`src/rtl/rr_arbiter_16_encoded_if.sv`:
```
// Request/grant bundle between the requesting units and the 16-way arbiter.
// The master side is the requester cluster; the slave side is the arbiter.
interface rr_arbiter_16_encoded_if;
    logic        enable;
    logic [15:0] req;
    logic [15:0] grant;
    logic [3:0]  grant_id;
    logic        grant_valid;
    logic        timeout;

    modport master (
        output enable,
        output req,
        input  grant,
        input  grant_id,
        input  grant_valid,
        input  timeout
    );

    modport slave (
        input  enable,
        input  req,
        output grant,
        output grant_id,
        output grant_valid,
        output timeout
    );
endinterface

```
`src/rtl/rr_arbiter_16_encoded.sv`:
```
// 16-requester round-robin arbiter with a registered one-hot grant, its binary
// index and an optional hold timeout that forces the resource to rotate.
module rr_arbiter_16_encoded #(
    parameter int MAX_HOLD = 64
) (
    input  logic                   clk,
    input  logic                   rst_n,
    rr_arbiter_16_encoded_if.slave bus
);

    localparam int CNT_W = (MAX_HOLD < 1) ? 1 : $clog2(MAX_HOLD + 1);
    localparam logic [CNT_W-1:0] HOLD_LIM = CNT_W'(MAX_HOLD);
    localparam logic [CNT_W-1:0] CNT_MAX  = '1;

    typedef enum logic {
        IDLE,
        GRANT
    } state_t;

    state_t           state, state_n;
    logic [3:0]       ptr, ptr_n;
    logic [3:0]       grant_id_q, grant_id_n;
    logic [15:0]      grant_q, grant_n;
    logic [CNT_W-1:0] cnt, cnt_n;
    logic             timeout_q, timeout_n;

    logic [31:0]      req_dbl;
    logic [15:0]      req_rot;
    logic [3:0]       offset;
    logic [3:0]       winner;
    logic             rel_req, rel_en, hold_expired;

    // Rotate the request vector so bit 0 is the current priority holder, then
    // take the lowest set bit and rotate the index back.
    always_comb begin
        req_dbl = {bus.req, bus.req} >> ptr;
        req_rot = req_dbl[15:0];
        offset  = 4'd0;
        for (int i = 15; i >= 0; i--) begin
            if (req_rot[i]) begin
                offset = 4'(i);
            end
        end
        winner = ptr + offset;
    end

    assign rel_req      = ~bus.req[grant_id_q];
    assign rel_en       = ~bus.enable;
    assign hold_expired = (MAX_HOLD != 0) && (cnt == HOLD_LIM);

    always_comb begin
        state_n    = state;
        ptr_n      = ptr;
        cnt_n      = cnt;
        grant_n    = grant_q;
        grant_id_n = grant_id_q;
        timeout_n  = 1'b0;
        case (state)
            IDLE: begin
                grant_n    = 16'd0;
                grant_id_n = 4'd0;
                cnt_n      = '0;
                if (bus.enable && (|bus.req)) begin
                    grant_n    = 16'd1 << winner;
                    grant_id_n = winner;
                    cnt_n      = CNT_W'(1);
                    state_n    = GRANT;
                end
            end
            GRANT: begin
                if (rel_req || rel_en || hold_expired) begin
                    grant_n    = 16'd0;
                    grant_id_n = 4'd0;
                    cnt_n      = '0;
                    ptr_n      = grant_id_q + 4'd1;
                    // Only a pure expiry pulses timeout; a voluntary drop or
                    // disable in the same cycle is not reported as one.
                    timeout_n  = hold_expired && !rel_req && !rel_en;
                    state_n    = IDLE;
                end else if (cnt != CNT_MAX) begin
                    cnt_n = cnt + CNT_W'(1);
                end
            end
            default: begin
                state_n = IDLE;
            end
        endcase
    end

    always_ff @(posedge clk or negedge rst_n) begin
        if (!rst_n) begin
            state      <= IDLE;
            ptr        <= 4'd0;
            cnt        <= '0;
            grant_q    <= 16'd0;
            grant_id_q <= 4'd0;
            timeout_q  <= 1'b0;
        end else begin
            state      <= state_n;
            ptr        <= ptr_n;
            cnt        <= cnt_n;
            grant_q    <= grant_n;
            grant_id_q <= grant_id_n;
            timeout_q  <= timeout_n;
        end
    end

    assign bus.grant       = grant_q;
    assign bus.grant_id    = grant_id_q;
    assign bus.grant_valid = |grant_q;
    assign bus.timeout     = timeout_q;

endmodule

```
`src/flat_wrapper.sv`:
```
// flat-port wrapper written by rule: the top's interface ports become plain ports
module rr_arbiter_16_encoded_flat 
#(
    parameter int MAX_HOLD = 64
)
  (clk, rst_n, bus_enable, bus_req, bus_grant, bus_grant_id, bus_grant_valid, bus_timeout);
  rr_arbiter_16_encoded_if bus_i ();
  input  logic clk;
  input  logic rst_n;
  input wire logic [$bits(bus_i.enable)-1:0] bus_enable;
  input wire logic [$bits(bus_i.req)-1:0] bus_req;
  output wire logic [$bits(bus_i.grant)-1:0] bus_grant;
  output wire logic [$bits(bus_i.grant_id)-1:0] bus_grant_id;
  output wire logic [$bits(bus_i.grant_valid)-1:0] bus_grant_valid;
  output wire logic [$bits(bus_i.timeout)-1:0] bus_timeout;
  assign bus_i.enable = bus_enable;
  assign bus_i.req = bus_req;
  assign bus_grant = bus_i.grant;
  assign bus_grant_id = bus_i.grant_id;
  assign bus_grant_valid = bus_i.grant_valid;
  assign bus_timeout = bus_i.timeout;
  rr_arbiter_16_encoded #(.MAX_HOLD(MAX_HOLD)) u_core (.clk(clk), .rst_n(rst_n), .bus(bus_i));
endmodule
```
`config.mk`:
```
export PLATFORM = sky130hd
export DESIGN_NAME = rr_arbiter_16_encoded_flat
export DESIGN_NICKNAME = d
export VERILOG_FILES = /design/src/rtl/rr_arbiter_16_encoded_if.sv /design/src/rtl/rr_arbiter_16_encoded.sv /design/src/flat_wrapper.sv
export SDC_FILE = /design/constraint.sdc
export NUM_CORES = 1
export LEC_CHECK = 0
export BUFFER_PORTS_ARGS = -buffer_cell sky130_fd_sc_hd__buf_4
export CORE_ASPECT_RATIO = 0.8
export CORE_MARGIN = 1.5
export CORE_UTILIZATION = 40
export DETAILED_ROUTE_END_ITERATION = 6
export PLACE_DENSITY = 0.61
export SYNTH_ARGS = -nofsm -noshare
export SYNTH_HDL_FRONTEND = slang
export SYNTH_SLANG_ARGS = --single-unit
```
`constraint.sdc`:
```
create_clock -name clk -period 5.65 [get_ports clk]
set_clock_uncertainty 0.2 [all_clocks]
set_input_delay 0.8475 -clock clk [delete_from_list [all_inputs] [get_ports clk]]
set_output_delay 0.8475 -clock clk [all_outputs]
set_load 0.01 [all_outputs]
```
==> metrics.yaml, run 1 <==
outcome: "complete, no violations"
nNetsFinal: 387
drt_iter0_drc: 162
worstSetupStartpointType: "register"
cpMostUsedCell: "nand2_1"
drv_cap: 0
die_w_um: 101.9
stdcell_area_um2: 3581
gp_congestion: 0.9673
layout_common_cells: "buf_4 (45), nand2_1 (42), dfrtp_1 (33)"
ys.flop_type: "dfrtp_1"
clk_pin_slew_ns: 0.07
vdd_drop_max_mv: 0.2280
period_needed_ns: 5.122
setup-violations-final: 0
fp-row-count: 28
dieArea_um2: 8372
post_cts_resized: 0
cts_tree: "built"
post-route-util_pct: 47.76
fmax_mhz: 195.2
p_per_area_nw_per_um2: 570.7
ys_types: 56
crit_required_ns: 5.66
wl_per_cell_um: 17.16
slew_viol_final: 0
root_buffer: "clkbuf_8"
io_buffers: 40
power_leakage_nw: 1.536
placed_area_um2: 3495
grt_pass1_wl_mm: 13.61
ys_seq_area_share_pct: 26.37
yosys_warnings: 0
whs_ns: 0.2989
die_y_um: 82.14
cts_made_buffers: 5
cp_slowest_cell: "dfrtp_1"
drc: 0
syn_area_um2: 3132
cts-hold-fix-buffers: 0
final.setup.tns_ns: 0
routed_wl_mm: 7.997
grt_usage_pct: 20.93
grt_overflow: 0
regToRegSetupSlack_ns: 0.53
layout-drive-gt1-share_pct: 27.15
syn2layout_area_growth_pct: 14.34
cts_setup_buffers: 0
clk_path_buf_depth: 2
io_pins: 41
layout_commonest_cell: "buf_4"
synth-async-reset-ratio_pct: 100.0
crit_path_cell_trace: "mux4_2, mux2_2, nand2b_1, a211oi_1, o31ai_1, a2111oi_1, a221o_1, ha_1, inv_1, fa_1, xnor2_1, nand2_1, nor2_1, nand2_1, and2_1, o21ai_1"
hp-class: "input port to async pin"
syn_area_per_cell_um2: 9.519
clk_latency_ns: 0.28
antenna_left: 0
critPathMaxFanout: 17
start_util_pct: 41.77
arrival_ns: 5.13
cp_slowest_stage_delay_ns: 0.88
path_class: "register to register"
worstSetupEndpointType: "register"
multi_input_area_um2: 2166
min_period_over_period_pct: 90.66
avgViaCountPerCell: 5.865
dpl.hpwl_mm: 6.000
cts.sinks: 33
rsz0062_at_grt: "false"
ff_latch_area_um2: 825.8
grt_pass1_vias: 2607
insertedDiodeCount: 0
syn_nets: 355
netlist_instances: 329
fp.coreArea_um2: 7497
antenna_found_initial: 0
ys_ff_latch: 33
finalHoldViolCount: 0
cts-htree-levels: 2
fill_cells: 759
grt_max_degree: 34
via_count: 2733
worstMarginPinSlew_ns: 1.077
first_pass_iters: 4
synth-edff-count: 0
max-slew-margin-rel_pct: 28.18
[state kept, by name (all words and copies together), names as in the netlist]
name	count
u_core.cnt	7
u_core.bus.grant	16
u_core.state	1
u_core.ptr	4
u_core.bus.grant_id	4
u_core.bus.timeout	1
[cell type report]
class                      instances  share of cell area, %
clock buffer                       7                  2.411
multi-input combinational        267                  60.48
tap                              105                  3.669
inverter                           9                 0.9434
sequential                        33                  23.06
timing repair buffer              45                  9.434
[critical path, delay by kind of cell (launching register included)]
kind                     cells  cell delay, ns
AO/OA/AOI/OAI                5            1.21
AND/OR/NAND/NOR              5            1.02
multiplexers                 2            0.94
flip-flops                   1            0.88
adder cells (fa/ha/maj)      2            0.55
XOR/XNOR                     1            0.20
buffers and inverters        1            0.06
[worst paths after layout]
check	from	to	cells past startpoint
min reg2reg	u_core.state$_DFF_PN0_	u_core.bus.timeout$_DFF_PN0_	2
min in group clk	u_core.state$_DFF_PN0_	u_core.bus.timeout$_DFF_PN0_	2
max in group asynchronous	rst_n	u_core.ptr[2]$_DFFE_PN0P_	1
max reg2reg	u_core.ptr[1]$_DFFE_PN0P_	u_core.bus.grant[15]$_DFFE_PN0P_	16
max	u_core.ptr[1]$_DFFE_PN0P_	u_core.bus.grant[15]$_DFFE_PN0P_	16
min	rst_n	u_core.cnt[4]$_DFFE_PN0P_	1
[layer usage]
layer  global-route usage (%)  share of wire, %
met3                    4.125               6.0
met5                        0                 0
met4                    4.247              0.79
met2                    29.73                43
met1                    32.77                51
[logic make-up after synthesis]
logic type,after synthesis,synth area share [%]
compound gates,78,18.02
flops,33,26.37
fa+ha+maj,7,3.036
xor+xnor,9,2.517
buf+inv,29,4.834
simple gates,125,20.58
mux,48,24.65
[synth_stat cells, types with 9 or more instances]
cell	number	share of area, %
nand2_1	42	5.0
dfrtp_1	33	26
a21oi_1	19	3.0
mux4_2	18	13
and2_1	17	3.4
nand3_1	14	2.2
nor2_1	14	1.7
mux2_2	13	4.7
mux2i_1	13	4.2
inv_1	9	1.1
nor4_1	9	1.8
[power by group]
| part | total (mW) | internal [mW] | switching, mW |
|---|---|---|---|
| clock | 0.180 | 0.0966 | 0.0835 |
| combinational | 1.44 | 0.644 | 0.800 |
| sequential | 0.420 | 0.298 | 0.122 |
[per-stage QoR]
| stage | instances | setup slack [ns] | power [mW] |
|---|---|---|---|
| final | 466 | 0.5277 | 2.044 |
| after global routing | 466 | 0.07930 | 2.236 |
| after CTS | 466 | 0.5198 | 2.046 |
| after detailed placement | 459 | 0.5510 | 1.859 |
| after global placement | 459 | 0.5798 | 1.855 |
| after floorplan | 329 | 1.318 | 1.497 |
(Power assumes the default switching activity.)
==> inputs of run 2 (changes only) <==
==> constraint.sdc (replaced) <==
create_clock -name clk -period 6 [get_ports clk]
set_clock_uncertainty 0.2 [all_clocks]
set_input_delay 0.9 -clock clk [delete_from_list [all_inputs] [get_ports clk]]
set_output_delay 0.9 -clock clk [all_outputs]
set_load 0.01 [all_outputs]
==> run 2 against run 1 <==
  * Final cell count fell by 0.21%
  * Sequential power fell by 2%
  * Setup slack improved by 0.31 ns
  * Wire length fell by 0.95%
  * Clock-buffer cell count did not move
  * Highest routed layer unchanged
  * Critical endpoint is now u_core.bus.grant[4]$_DFFE_PN0P_
  * Via count rose by 0.73%
  * Combinational power fell by 7%
  * Design area rose by 0.42%
==> metrics.yaml, run 2 (same netlist as run 1, synthesis figures left out) <==
outcome: "complete, no violations"  # unchanged
cts_tree: "built"  # unchanged
insertedDiodeCount: 0  # unchanged
crit_buf_inv: 2  # was 1
drt_iter0_drc: 202  # was 162
worstSetupEndpointType: "register"  # unchanged
ff_latch_area_um2: 825.8  # unchanged
drv_cap: 0  # unchanged
antenna_found_initial: 0  # unchanged
die_y_um: 82.14  # unchanged
grt_pass1_vias: 2587  # was 2,607
io_pins: 41  # unchanged
cts-htree-levels: 2  # unchanged
grt_max_degree: 34  # unchanged
critPathMaxFanout: 18  # was 17
final.setup.tns_ns: 0  # unchanged
rsz0062_at_grt: "false"  # unchanged
fill_cells: 704  # was 759
die_w_um: 101.9  # unchanged
path_delay_family: "compound AO/OA/AOI/OAI gates"  # unchanged
period_needed_ns: 5.161  # was 5.122 ns
nNetsFinal: 385  # was 387
design_power_total_mw: 1.963  # was 2.044 mW
first_pass_iters: 5  # was 4
antenna_left: 0  # unchanged
io_buffers: 40  # unchanged
internal_power_mw: 1.013  # was 1.038 mW
multi_input_area_um2: 2166  # unchanged
cts_made_buffers: 5  # unchanged
p_sw_mw: 0.9503  # was 1.006 mW
finalHoldViolCount: 0  # unchanged
fp-row-count: 28  # unchanged
routed_wl_mm: 7.921  # was 7.997 mm
seqPwrFrac_pct: 20.9  # was 20.5%
largest_reg_flops: 16  # unchanged
p_per_area_nw_per_um2: 545.9  # was 570.7 nW/um^2
layout_common_cells: "buf_4 (43), nand2_1 (42), dfrtp_1 (33)"  # was buf_4 (45), nand2_1 (42), dfrtp_1 (33)
path_class: "register to register"  # unchanged
layout_commonest_cell: "buf_4"  # unchanged
gp_congestion: 0.8972  # was 0.9673
min_period_over_period_pct: 86.02  # was 90.66%
cp_slowest_stage_delay_ns: 0.67  # was 0.88 ns
power_frac_clock_pct: 10.9  # was 8.8%
worstSetupStartpointType: "register"  # unchanged
setup-violations-final: 0  # unchanged
fp.coreArea_um2: 7497  # unchanged
arrival_ns: 5.16  # was 5.13 ns
fmax_mhz: 193.8  # was 195.2 MHz
vdd_drop_max_mv: 0.3035  # was 0.2280 mV
root_buffer: "clkbuf_8"  # unchanged
clk_path_buf_depth: 2  # unchanged
swShare_pct: 48.41  # was 49.22%
cts-hold-fix-buffers: 0  # unchanged
combinationalPowerShare_pct: 68.2  # was 70.6%
dieArea_um2: 8372  # unchanged
pre_cts_ws_ns: 0.9156  # was 0.5510 ns
drc: 0  # unchanged
cts.sinks: 33  # unchanged
via_count: 2753  # was 2,733
avgViaCountPerCell: 5.920  # was 5.865
max-slew-margin-rel_pct: 18.99  # was 28.18%
placed_area_um2: 3480  # was 3495 um^2
post_cts_resized: 0  # unchanged
crit_required_ns: 6.00  # was 5.66 ns
cts_setup_buffers: 0  # unchanged
stdcell_area_um2: 3596  # was 3581 um^2
start_util_pct: 41.77  # unchanged
slew_viol_final: 0  # unchanged
hp-class: "register to register"  # was input port to async pin
crit_path_cell_trace: "buf_4, mux4_2, mux2_2, nand2b_1, a211oi_1, o31ai_1, a2111oi_1, a221o_1, ha_1, inv_1, fa_1, nor2b_1, nand2_1, and2_1, o21ai_1"  # was mux4_2, mux2_2, nand2b_1, a211oi_1, o31ai_1, a2111oi_1, a221o_1, ha_1, inv_1, fa_1, xnor2_1, nand2_1, nor2_1, nand2_1, and2_1, o21ai_1
grt_usage_pct: 20.40  # was 20.93%
cp_slowest_cell: "dfrtp_1"  # unchanged
power_leakage_nw: 1.542  # was 1.536 nW
clk_latency_ns: 0.28  # about the same
wl_per_cell_um: 17.03  # was 17.16 um
final.setup.worst_slack_ns: 0.8391  # was 0.5277 ns
dpl.hpwl_mm: 5.924  # was 6.000 mm
grt_pass1_wl_mm: 13.25  # was 13.61 mm
worstMarginPinSlew_ns: 1.215  # was 1.077 ns
clk_pin_slew_ns: 0.07  # about the same
syn2layout_area_growth_pct: 14.82  # was 14.34%
grt_overflow: 0  # unchanged
layout-drive-gt1-share_pct: 26.94  # was 27.15%
## run 2: cell types whose count changed in the layout (fill, tap and decap cells not counted), sizes merged
cell | previous run | this run
buf | 45 | 43
bufinv | 0 | 1
## run 2: worst paths after layout
kind	cells after the start	slack (ns)	startpoint	endpoint
max	15	0.84	u_core.ptr[1]$_DFFE_PN0P_	u_core.bus.grant[4]$_DFFE_PN0P_
min	1	0.32	u_core.bus.grant[9]$_DFFE_PN0P_	u_core.bus.grant[9]$_DFFE_PN0P_
max reg2reg	15	0.84	u_core.ptr[1]$_DFFE_PN0P_	u_core.bus.grant[4]$_DFFE_PN0P_
min reg2reg	1	0.32	u_core.bus.grant[9]$_DFFE_PN0P_	u_core.bus.grant[9]$_DFFE_PN0P_
max in group asynchronous	1	4.93	rst_n	u_core.cnt[6]$_DFFE_PN0P_
min in group asynchronous	1	0.36	rst_n	u_core.cnt[5]$_DFFE_PN0P_
## run 2: metal layers
layer,global-route usage [%],share of wire [%],up-vias
li1,-,-,1302
met1,31.11,48,1341
met2,29.60,44,104
met3,4.377,7.7,6
met4,4.521,0.71,0
met5,0,0,-
## run 2: final cells by class
class	instances	share of cell area (%)
inverters	9	0.9395
multi-input cells	267	60.23
flip-flops and latches	33	22.96
well taps	105	3.653
clock buffers	7	2.401
clock inverters	1	0.8351
repair buffers	43	8.977
## run 2: metrics by stage
step,std cells,util [%],hold slack [ns]
6_report,465,47.96,0.3228
5_1_grt,465,47.96,0.3457
4_1_cts,465,47.96,0.3254
3_5_place_dp,457,46.41,0.3116
3_3_place_gp,457,46.41,0.3124
2_1_floorplan,329,-,0.2886
## run 2: power groups by stage
stage	Clock, mW	Sequential [mW]	Combinational (mW)
2_1_floorplan	0	0.345	1.06
3_3_place_gp	0	0.412	1.33
3_5_place_dp	0	0.412	1.32
4_1_cts	0.222	0.409	1.33
5_1_grt	0.233	0.426	1.48
6_report	0.215	0.410	1.34
==> inputs of run 3 (changes only) <==
--- a/config.mk
+++ b/config.mk
@@ -8,9 +8,10 @@
 export BUFFER_PORTS_ARGS = -buffer_cell sky130_fd_sc_hd__buf_4
 export CORE_ASPECT_RATIO = 0.8
 export CORE_MARGIN = 1.5
-export CORE_UTILIZATION = 40
+export CORE_UTILIZATION = 55
 export DETAILED_ROUTE_END_ITERATION = 6
-export PLACE_DENSITY = 0.61
+export PLACE_DENSITY = 0.79
+export REMOVE_ABC_BUFFERS = 1
 export SYNTH_ARGS = -nofsm -noshare
 export SYNTH_HDL_FRONTEND = slang
 export SYNTH_SLANG_ARGS = --single-unit
==> run 3 against run 2 <==
  * Wire length increased by 0.81%
  * Combinational power about the same
  * Clock power decreased by 26%
  * Sequential power increased by 1%
  * Fmax increased by 0.89%
  * Core utilization increased by 16 points
  * Design area decreased by 2.1%
  * Hold slack improved by 0.0094 ns
  * Via count increased by 3.4%
==> metrics.yaml, run 3 (same netlist as run 1, synthesis figures left out) <==
cts_made_buffers: 5  # unchanged
drv_cap: 0  # unchanged
cp_slowest_stage_delay_ns: 0.87  # was 0.67 ns
insertedDiodeCount: 0  # unchanged
cp.depth: 16  # was 15
outcome: "complete, no violations"  # unchanged
power_frac_clock_pct: 8.2  # was 10.9%
fill_cells: 457  # was 704
grt_usage_pct: 27.86  # was 20.40%
gp_congestion: 0.9731  # was 0.8972
reg2reg_from: "u_core.ptr[1]$_DFFE_PN0P_"  # unchanged
p_sw_mw: 0.9840  # was 0.9503 mW
hp-class: "register to register"  # unchanged
nNetsFinal: 384  # was 385
cp_slowest_cell: "dfrtp_1"  # unchanged
grt_max_degree: 34  # unchanged
power_leakage_nw: 1.523  # was 1.542 nW
final.setup.worst_slack_ns: 0.8848  # was 0.8391 ns
slew_viol_final: 0  # unchanged
dpl.hpwl_mm: 5.967  # was 5.924 mm
p_per_area_nw_per_um2: 551.9  # was 545.9 nW/um^2
dieArea_um2: 6158  # was 8372 um^2
critPathMaxFanout: 16  # was 18
worstMarginPinSlew_ns: 1.230  # was 1.215 ns
vdd_drop_max_mv: 0.3318  # was 0.3035 mV
finalHoldViolCount: 0  # unchanged
root_buffer: "clkbuf_8"  # unchanged
grt_pass1_vias: 2633  # was 2,587
post_cts_resized: 0  # unchanged
die_w_um: 87.37  # was 101.9 um
internal_power_mw: 0.9592  # was 1.013 mW
final.setup.tns_ns: 0  # unchanged
layout-drive-gt1-share_pct: 26.74  # was 26.94%
worstSetupEndpointType: "register"  # unchanged
cpMostUsedCell: "nand2_1"
cts.sinks: 33  # unchanged
start_util_pct: 57.30  # was 41.77%
r2r_end: "u_core.bus.grant[15]$_DFFE_PN0P_"  # was u_core.bus.grant[4]$_DFFE_PN0P_
seqPwrFrac_pct: 21.4  # was 20.9%
grt_pass1_wl_mm: 13.37  # was 13.25 mm
setup-violations-final: 0  # unchanged
clk_pin_slew_ns: 0.06  # was 0.07 ns
syn2layout_area_growth_pct: 12.43  # was 14.82%
wl_per_cell_um: 18.27  # was 17.03 um
drt_iter0_drc: 327  # was 202
rsz0062_at_grt: "false"  # unchanged
worstSetupStartpointType: "register"  # unchanged
max-slew-margin-rel_pct: 17.98  # was 18.99%
io_buffers: 40  # unchanged
fin_cells: 437  # was 465
fp-row-count: 24  # was 28
combinationalPowerShare_pct: 70.4  # was 68.2%
die_y_um: 70.49  # was 82.14 um
crit_required_ns: 6.00  # about the same
io_pins: 41  # unchanged
period_needed_ns: 5.115  # was 5.161 ns
rr_worst_depth: 16  # was 15
crit_buf_inv: 1  # was 2
fmax_mhz: 195.5  # was 193.8 MHz
first_pass_iters: 5  # unchanged
path_class: "register to register"  # unchanged
drc: 0  # unchanged
hold_start: "u_core.state$_DFF_PN0_"  # was u_core.bus.grant[9]$_DFFE_PN0P_
clk_latency_ns: 0.29  # was 0.28 ns
routed_wl_mm: 7.985  # was 7.921 mm
whs_path_depth: 2  # was 1
dp_cells: 429  # was 457
swShare_pct: 50.64  # was 48.41%
antenna_found_initial: 0  # unchanged
largest_reg_flops: 16  # unchanged
clk_path_buf_depth: 2  # unchanged
whs_ns: 0.3321  # was 0.3228 ns
cts-htree-levels: 2  # unchanged
cts-hold-fix-buffers: 0  # unchanged
min_period_over_period_pct: 85.25  # was 86.02%
layout_common_cells: "nand2_1 (42), buf_4 (42), dfrtp_1 (33)"  # was buf_4 (43), nand2_1 (42), dfrtp_1 (33)
cts_tree: "built"  # unchanged
arrival_ns: 5.11  # was 5.16 ns
cts_setup_buffers: 0  # unchanged
pre_cts_ws_ns: 0.9312  # was 0.9156 ns
via_count: 2846  # was 2,753
grt_overflow: 0  # unchanged
avgViaCountPerCell: 6.513  # was 5.920
holdPathEnd: "u_core.bus.timeout$_DFF_PN0_"  # was u_core.bus.grant[9]$_DFFE_PN0P_
path_delay_family: "compound AO/OA/AOI/OAI gates"  # unchanged
antenna_left: 0  # unchanged
regToRegSetupSlack_ns: 0.88  # was 0.84 ns
crit_path_cell_trace: "mux4_2, mux2_2, nand2b_1, a211oi_1, o31ai_1, a2111oi_1, a221o_1, ha_1, inv_1, fa_1, xnor2_1, nand2_1, nor2_1, nand2_1, and2_1, o21ai_1"  # was buf_4, mux4_2, mux2_2, nand2b_1, a211oi_1, o31ai_1, a2111oi_1, a221o_1, ha_1, inv_1, fa_1, nor2b_1, nand2_1, and2_1, o21ai_1
fp.coreArea_um2: 5465  # was 7497 um^2
## run 3: cell types whose count changed in the layout (fill, tap and decap cells not counted)
cell	change
buf_4	-1
bufinv_16	-1
clkbuf_8	-1
clkinv_2	+2
## run 3: area by class of cell
| cell class | count | area, um^2 | share of cell area [%] |
|---|---|---|---|
| flip-flops and latches | 33 | 825.8 | 23.45 |
| inverters | 9 | 33.78 | 0.9595 |
| multi-input cells | 267 | 2166 | 61.51 |
| clock inverters | 2 | 10.01 | 0.2843 |
| repair buffers | 42 | 315.3 | 8.955 |
| clock buffers | 6 | 72.57 | 2.061 |
| well taps | 78 | 97.59 | 2.772 |
## run 3: power groups by stage
stage	registers, mW	clock network [mW]	logic, mW
2_1_floorplan	0.413	0	0.947
3_3_place_gp	0.416	0	1.31
3_5_place_dp	0.418	0	1.33
4_1_cts	0.415	0.160	1.34
5_1_grt	0.430	0.168	1.50
6_report	0.416	0.159	1.37
## run 3: per-stage QoR
step	area [um^2]	util (%)	total power, mW
2_1_floorplan	3014	-	1.360
5_1_grt	3521	64.42	2.095
3_3_place_gp	3438	62.91	1.727
3_5_place_dp	3438	62.91	1.748
4_1_cts	3521	64.42	1.915
6_report	3521	64.42	1.943
## run 3: tightest hold or removal path: stages, from the launching register on
cell and delay [ns]:
dfrtp_1 0.40, nand2_1 0.07, nor2_1 0.04
## run 3: worst max-delay path by stage
stage                                   start                               end  slack [ns]
global placement                  bus_req[13]  u_core.bus.grant[15]$_DFFE_PN0P_        0.97
finish              u_core.ptr[1]$_DFFE_PN0P_  u_core.bus.grant[15]$_DFFE_PN0P_        0.88
detailed placement                bus_req[13]  u_core.bus.grant[15]$_DFFE_PN0P_        0.93
CTS                 u_core.ptr[1]$_DFFE_PN0P_  u_core.bus.grant[15]$_DFFE_PN0P_        0.91
global route        u_core.ptr[1]$_DFFE_PN0P_  u_core.bus.grant[15]$_DFFE_PN0P_        0.46
floorplan           u_core.ptr[1]$_DFFE_PN0P_  u_core.bus.grant[15]$_DFFE_PN0P_        1.38
## run 3: metal layers
layer	up-vias	routed length [um]	global-route usage [%]
met5	-	0	0
met4	0	85	5.291
met3	17	715	6.619
met2	142	3574	39.74
met1	1383	3610	43.24
li1	1304	-	-
